===== src/rtl/game_end_of_game_timer_if.sv =====
// game_end_of_game_timer_if: start/result handshake and score bus between the master FSM and the end-of-game timer
interface game_end_of_game_timer_if #(parameter int SCORE_DIGITS = 2);
  logic end_of_game_timer_start;
  logic game_won;
  logic score_clear;
  logic end_of_game_timer_running;
  logic result_won;
  logic blink;
  logic [4*SCORE_DIGITS-1:0] wins_bcd;
  logic [4*SCORE_DIGITS-1:0] losses_bcd;
  modport master (
    output end_of_game_timer_start, game_won, score_clear,
    input end_of_game_timer_running, result_won, blink, wins_bcd, losses_bcd
  );
  modport slave (
    input end_of_game_timer_start, game_won, score_clear,
    output end_of_game_timer_running, result_won, blink, wins_bcd, losses_bcd
  );
endinterface


===== src/rtl/game_end_of_game_timer.sv =====
// game_end_of_game_timer: fixed-length end-of-game display period with banner blink and saturating BCD scores
module game_end_of_game_timer #(
  parameter int PRESCALE = 2500000,
  parameter int DURATION_TICKS = 20,
  parameter int BLINK_TICKS = 2,
  parameter int SCORE_DIGITS = 2
) (
  input logic clk,
  input logic reset,
  game_end_of_game_timer_if.slave bus
);
  localparam int SW = 4 * SCORE_DIGITS;
  localparam int PW = PRESCALE > 1 ? $clog2(PRESCALE) : 1;
  localparam int RW = $clog2(DURATION_TICKS + 1) > 0 ? $clog2(DURATION_TICKS + 1) : 1;
  localparam int BW = BLINK_TICKS > 1 ? $clog2(BLINK_TICKS) : 1;
  logic running_q, result_won_q, blink_q;
  logic [PW-1:0] pcnt;
  logic [RW-1:0] rem;
  logic [BW-1:0] bcnt;
  logic [SW-1:0] wins, losses;
  logic accept, tick, last, bwrap;
  // a carry out of the top digit means every digit was 9, so the counter holds
  function automatic logic [SW-1:0] bcd_inc(input logic [SW-1:0] v);
    logic [SW-1:0] r;
    logic c;
    r = v;
    c = 1'b1;
    for (int i = 0; i < SCORE_DIGITS; i++)
      if (c) begin
        if (v[4*i+:4] == 4'd9) r[4*i+:4] = 4'd0;
        else begin
          r[4*i+:4] = v[4*i+:4] + 4'd1;
          c = 1'b0;
        end
      end
    return c ? v : r;
  endfunction
  assign accept = bus.end_of_game_timer_start && !running_q;
  assign tick = running_q && pcnt == PW'(PRESCALE - 1);
  assign last = rem == RW'(1);
  assign bwrap = bcnt == BW'(BLINK_TICKS - 1);
  always_ff @(posedge clk)
    if (!reset) begin
      running_q <= 1'b0;
      result_won_q <= 1'b0;
      blink_q <= 1'b0;
      pcnt <= '0;
      rem <= '0;
      bcnt <= '0;
      wins <= '0;
      losses <= '0;
    end else begin
      if (accept) begin
        running_q <= 1'b1;
        result_won_q <= bus.game_won;
        blink_q <= 1'b1;
        pcnt <= '0;
        rem <= RW'(DURATION_TICKS);
        bcnt <= '0;
      end else if (running_q) begin
        pcnt <= tick ? '0 : pcnt + PW'(1);
        if (tick) begin
          running_q <= !last;
          rem <= rem - RW'(1);
          bcnt <= (last || bwrap) ? '0 : bcnt + BW'(1);
          blink_q <= last ? 1'b0 : (bwrap ? !blink_q : blink_q);
        end
      end
      wins <= bus.score_clear ? '0 : (accept && bus.game_won ? bcd_inc(wins) : wins);
      losses <= bus.score_clear ? '0 : (accept && !bus.game_won ? bcd_inc(losses) : losses);
    end
  assign bus.end_of_game_timer_running = running_q | bus.end_of_game_timer_start;
  assign bus.result_won = result_won_q;
  assign bus.blink = blink_q;
  assign bus.wins_bcd = wins;
  assign bus.losses_bcd = losses;
endmodule


===== src/flat_wrapper.sv =====
// flat-port wrapper written by rule: the top's interface ports become plain ports
module game_end_of_game_timer_flat 
#(
  parameter int PRESCALE = 2500000,
  parameter int DURATION_TICKS = 20,
  parameter int BLINK_TICKS = 2,
  parameter int SCORE_DIGITS = 2
)
  (clk, reset, bus_end_of_game_timer_start, bus_game_won, bus_score_clear, bus_end_of_game_timer_running, bus_result_won, bus_blink, bus_wins_bcd, bus_losses_bcd);
  game_end_of_game_timer_if #(.SCORE_DIGITS(SCORE_DIGITS)) bus_i ();
  input logic clk;
  input logic reset;
  input wire logic [$bits(bus_i.end_of_game_timer_start)-1:0] bus_end_of_game_timer_start;
  input wire logic [$bits(bus_i.game_won)-1:0] bus_game_won;
  input wire logic [$bits(bus_i.score_clear)-1:0] bus_score_clear;
  output wire logic [$bits(bus_i.end_of_game_timer_running)-1:0] bus_end_of_game_timer_running;
  output wire logic [$bits(bus_i.result_won)-1:0] bus_result_won;
  output wire logic [$bits(bus_i.blink)-1:0] bus_blink;
  output wire logic [$bits(bus_i.wins_bcd)-1:0] bus_wins_bcd;
  output wire logic [$bits(bus_i.losses_bcd)-1:0] bus_losses_bcd;
  assign bus_i.end_of_game_timer_start = bus_end_of_game_timer_start;
  assign bus_i.game_won = bus_game_won;
  assign bus_i.score_clear = bus_score_clear;
  assign bus_end_of_game_timer_running = bus_i.end_of_game_timer_running;
  assign bus_result_won = bus_i.result_won;
  assign bus_blink = bus_i.blink;
  assign bus_wins_bcd = bus_i.wins_bcd;
  assign bus_losses_bcd = bus_i.losses_bcd;
  game_end_of_game_timer #(.PRESCALE(PRESCALE), .DURATION_TICKS(DURATION_TICKS), .BLINK_TICKS(BLINK_TICKS), .SCORE_DIGITS(SCORE_DIGITS)) u_core (.clk(clk), .reset(reset), .bus(bus_i));
endmodule

===== config.mk =====
export PLATFORM = sky130hd
export DESIGN_NAME = game_end_of_game_timer_flat
export DESIGN_NICKNAME = d
export VERILOG_FILES = /design/src/rtl/game_end_of_game_timer_if.sv /design/src/rtl/game_end_of_game_timer.sv /design/src/flat_wrapper.sv
export SDC_FILE = /design/constraint.sdc
export NUM_CORES = 1
export LEC_CHECK = 0
export ABC_CLOCK_PERIOD_IN_PS = 2500
export CAP_MARGIN = 20
export CORE_MARGIN = 10
export CORE_UTILIZATION = 35
export CTS_CLUSTER_SIZE = 14
export DETAILED_ROUTE_END_ITERATION = 12
export GPL_TIMING_DRIVEN = 1
export HOLD_SLACK_MARGIN = 0.08
export SLEW_MARGIN = 20
export SYNTH_ARGS = -nofsm -noshare
export SYNTH_HDL_FRONTEND = slang
export SYNTH_SLANG_ARGS = --single-unit
export TNS_END_PERCENT = 5

===== constraint.sdc =====
create_clock -name clk -period 2.5 [get_ports clk]
set_clock_uncertainty 0.05 [all_clocks]
set_input_delay 0.5 -clock clk [delete_from_list [all_inputs] [get_ports clk]]
set_output_delay 0.5 -clock clk [all_outputs]
set_load 0.1 [all_outputs]

==> results list <==
- For the final routed database, the setup TNS stands at 0 ns.
- The count of final hold-check violations was 0.
* Netlist cell types: 45
* Worst IR Drop VDD: roughly 210 µV
- For met1 alone, demand over resource in global routing was 13.33%.
* Clock root cell: sky130_fd_sc_hd__clkbuf_8
- Area Overhead vs Synth: 17.71%
- Vertical extent of the die: 101.4 µm
* DRC violations left: 0
* Via count of the first global-routing pass: 1842
- Maximum number of pins on one net before global-route repair: 21
- In this run the count of I/O pins placed on the die edge is 24.
- CTS max path bufs: 2
- Insertion delay of the later-clocked pin in the worst-skew pair: ~0.30 ns
- After synthesis, the largest family of logic cells by area is simple AND/OR/NAND/NOR gates.
* Max-slew headroom: 54.58%
- Total standard cell area after synthesis: 2317 µm²
- TritonCTS built the clock tree.
* Post-Synth XOR/XNOR Area: 6.048%
- Filler cell count: ~660
- Area share of fa/ha/maj cells after synthesis: under 10%
- Yosys Warn Count: 0
- The detail route stage leaves a number of antenna-violating nets equal to 0.
* Leakage power: 0.9315 nW
* Routability Congestion: 0.7612
- Fraction of the mapped netlist area in simple logic gates: about a third
- In this run, the number of DRC markers left after iteration 0 of detailed routing was 85.
- Number of post-CTS setup repair buffers: 0
* Req. time, crit path: a little under 2 ns
* Number of buffers inserted by hold repair at cts: 0
* Number of antenna violations at the first check in global routing: 0
- Multiplexer share of the synthesized area: 1.728%
* Cts bufs inserted: 5
* Vias: 2040
- In the final layout, the multi-input gates occupy 1303 µm².
- Crit Path Class: in -> out
- Setup violations remaining at the end of the flow were counted as 0.
- The first global-routing pass estimated 8769 µm of wire.
* Site row count: 29
* Reg area: 940.9 µm²
- The run finished with clean final reports.
- For the pin with the worst max-slew slack, the measured transition is approximately 0.68 ns.
- STA classifies the critical path endpoint as a primary output.
- Total congestion overflow after global routing: 0
- H-Tree Depth: 2
- Global routing consumed, over all layers together, 10.22% of the routing resources.
- At the worst endpoint, the arrival time is 1.56 ns.
- The floorplan step defined a core boundary enclosing 6386 µm².
- Clock-pin slew of the registers on the worst-case setup and hold paths: 0.09 ns
- Dividing the final minimum period by the clock period gives 84.35%.
- Starting density of the core: 36.29%
* Origin of the critical flop-to-flop path: u_core.pcnt[3]
- Die area: 10270 µm²
- After clock tree synthesis, the repair step resized 0 gates.
* Clock sink count: 47
- Post-Syn Instances: 275
- Average wire per standard cell: 13.61 µm
* Number of register bits inferred by synthesis: 47
* Post-synthesis async set-or-reset flop share: 0%
- GRT met2 Usage: 15.63%
- Input and output buffers added on the ports amount to 23.
* Worst Min Path Start: u_core.bcnt
- In the synthesized netlist the dominant register cell turns out to be sky130_fd_sc_hd__dfxtp_1.
* Max Cap Violations: 0
* Final critical delay including setup and external delays: 2.109 ns
* Fraction of the mapped netlist area in compound gates: between 10% and 20%
- Dividing total power by cell area gives a power density of 518.6 nW/µm².
* Total wirelength of the detailed-routed design: a little over 5000 µm
- The final-report max-slew violation count came to 0.
- Net count after synthesis: 283
- DP Worst Slack: about 0.18 ns
- The net count of the finished layout is just over 300.
- GR peak layer: met2
- For this run, the top clock speed supported by timing is 474.2 MHz.
* Detailed-placement wirelength estimate: 3604 µm
- The pre-antenna-repair detailed-routing pass consisted of 4 iterations.
- Chip width: 101.4 µm
* Startpoint types: input pin
- The tightest min-delay check is of the reg -> reg type.
* Critical path peak fanout: 8
* Met3 global-route usage: 2.655%
- Setup repair after global routing left no endpoint under its margin.
- Of the cells placed in the final design, the portion with a size suffix greater than 1 is 12.87%.
- The critical path starts at bus_end_of_game_timer_start.
- Sequential elements use a little over 40% of the synthesized area.
* Worst Setup Slack, final: between 0.3 and 0.4 ns
- 0 antenna diodes ended up in the layout.
- Synthesized area per cell: 8.426 µm²
- In the routed layout, each cell is associated on average with a via count of 5.368.
- Yosys mapped a number of flops with a built-in enable equal to 0.
## power by group
| group | internal (mW) | switching (mW) | leakage (nW) | total [mW] |
|---|---|---|---|---|
| Combinational | 0.0359 | 0.0712 | 0.500 | 0.107 |
| Sequential | 0.756 | 0.00909 | 0.380 | 0.765 |
| Clock | 0.293 | 0.249 | 0.0513 | 0.542 |
| Total | 1.09 | 0.329 | 0.931 | 1.41 |
## final timing paths
kind | slack (ns) | cells after the start | end
setup reg to reg | 0.41 | 4 | u_core.pcnt[17]
setup / recovery | 0.39 | 3 | bus_end_of_game_timer_running
hold reg to reg | 0.43 | 2 | u_core.bcnt
hold / removal | 0.43 | 2 | u_core.bcnt
## kinds of logic after synthesis
logic type	Yosys count
adder cells (fa/ha/maj)	3
AO/OA/AOI/OAI	59
buffers and inverters	18
multiplexers	4
flip-flops	47
AND/OR/NAND/NOR	128
XOR/XNOR	16
## through the flow
step | hold slack, ns | util [%] | cell area (µm²) | total power [mW] | cells
after floorplan | 0.4000 | - | 2317 | 0.8554 | 275
after global placement | 0.4050 | 41.11 | 2625 | 0.8902 | 373
after detailed placement | 0.4178 | 41.11 | 2625 | 0.8908 | 373
after CTS | 0.4313 | 42.71 | 2728 | 1.437 | 380
after global routing | 0.4623 | 42.71 | 2728 | 1.475 | 380
final | 0.4263 | 42.71 | 2728 | 1.415 | 380
## state kept, by name, summed over array words and instances (netlist names)
| signal | cells |
|---|---|
| u_core.bcnt | 1 |
| u_core.bus.losses_bcd | 8 |
| u_core.pcnt | 22 |
| u_core.rem | 5 |
| u_core.running_q | 1 |
| u_core.bus.blink | 1 |
| u_core.bus.result_won | 1 |
| u_core.bus.wins_bcd | 8 |
## cell type report
cell class / instances / area share, %
inverters: 8 / 1.101
clock buffers: 6 / 2.661
flip-flops and latches: 47 / 34.50
multi-input cells: 210 / 47.75
clock inverters: 1 / 1.101
well taps: 77 / 3.532
repair buffers: 31 / 9.358
## cells in the mapped netlist (all sizes together), types with 2 or more instances
cell	instances	area share, %
buf	3	0.65
a311oi	2	0.76
or4	7	2.4
xnor2	12	4.5
xor2	4	1.5
and4	4	1.6
o21ai	18	3.9
o311a	2	0.86
mux2i	4	1.7
or4b	2	0.86
a21oi	28	6.0
nor2b	6	1.6
nand2	13	2.1
or3	11	3.0
nor2	27	4.4
o31ai	5	1.6
inv	8	1.3
and4b	2	0.86
nand3	13	2.8
nor3b	5	1.6
nand4	9	2.7
ha	3	1.6
dfxtp	47	41
nor3	11	2.4
and3	3	0.81
clkbuf	7	1.2
nand2b	5	1.3
## worst max-delay path: stages
cell                              delay, ns
sky130_fd_sc_hd__clkdlybuf4s50_1       0.51
sky130_fd_sc_hd__or2_2                 0.36
sky130_fd_sc_hd__buf_12                0.18
## layout by cell type (no fill, tap or decap), types with 6 or more instances in the layout
cell                      Yosys  layout
sky130_fd_sc_hd__dfxtp_1     47      47
sky130_fd_sc_hd__a21oi_1     28      28
sky130_fd_sc_hd__nor2_1      27      27
sky130_fd_sc_hd__buf_4        0      26
sky130_fd_sc_hd__o21ai_0     18      18
sky130_fd_sc_hd__nand3_1     13      13
sky130_fd_sc_hd__nand2_1     13      13
sky130_fd_sc_hd__xnor2_1     12      12
sky130_fd_sc_hd__nor3_1      11      11
sky130_fd_sc_hd__or3_1       11      11
sky130_fd_sc_hd__inv_1        8       8
sky130_fd_sc_hd__nand4_1      8       8
sky130_fd_sc_hd__or4_1        6       6
sky130_fd_sc_hd__nor2b_1      6       6
## routing by layer
layer  up-vias  wire length, µm
li1       1061                -
met1       947             2633
met2        27             2321
met3         5              140
met4         0               74
met5         -                0
Power figures use the tool's default switching activity.
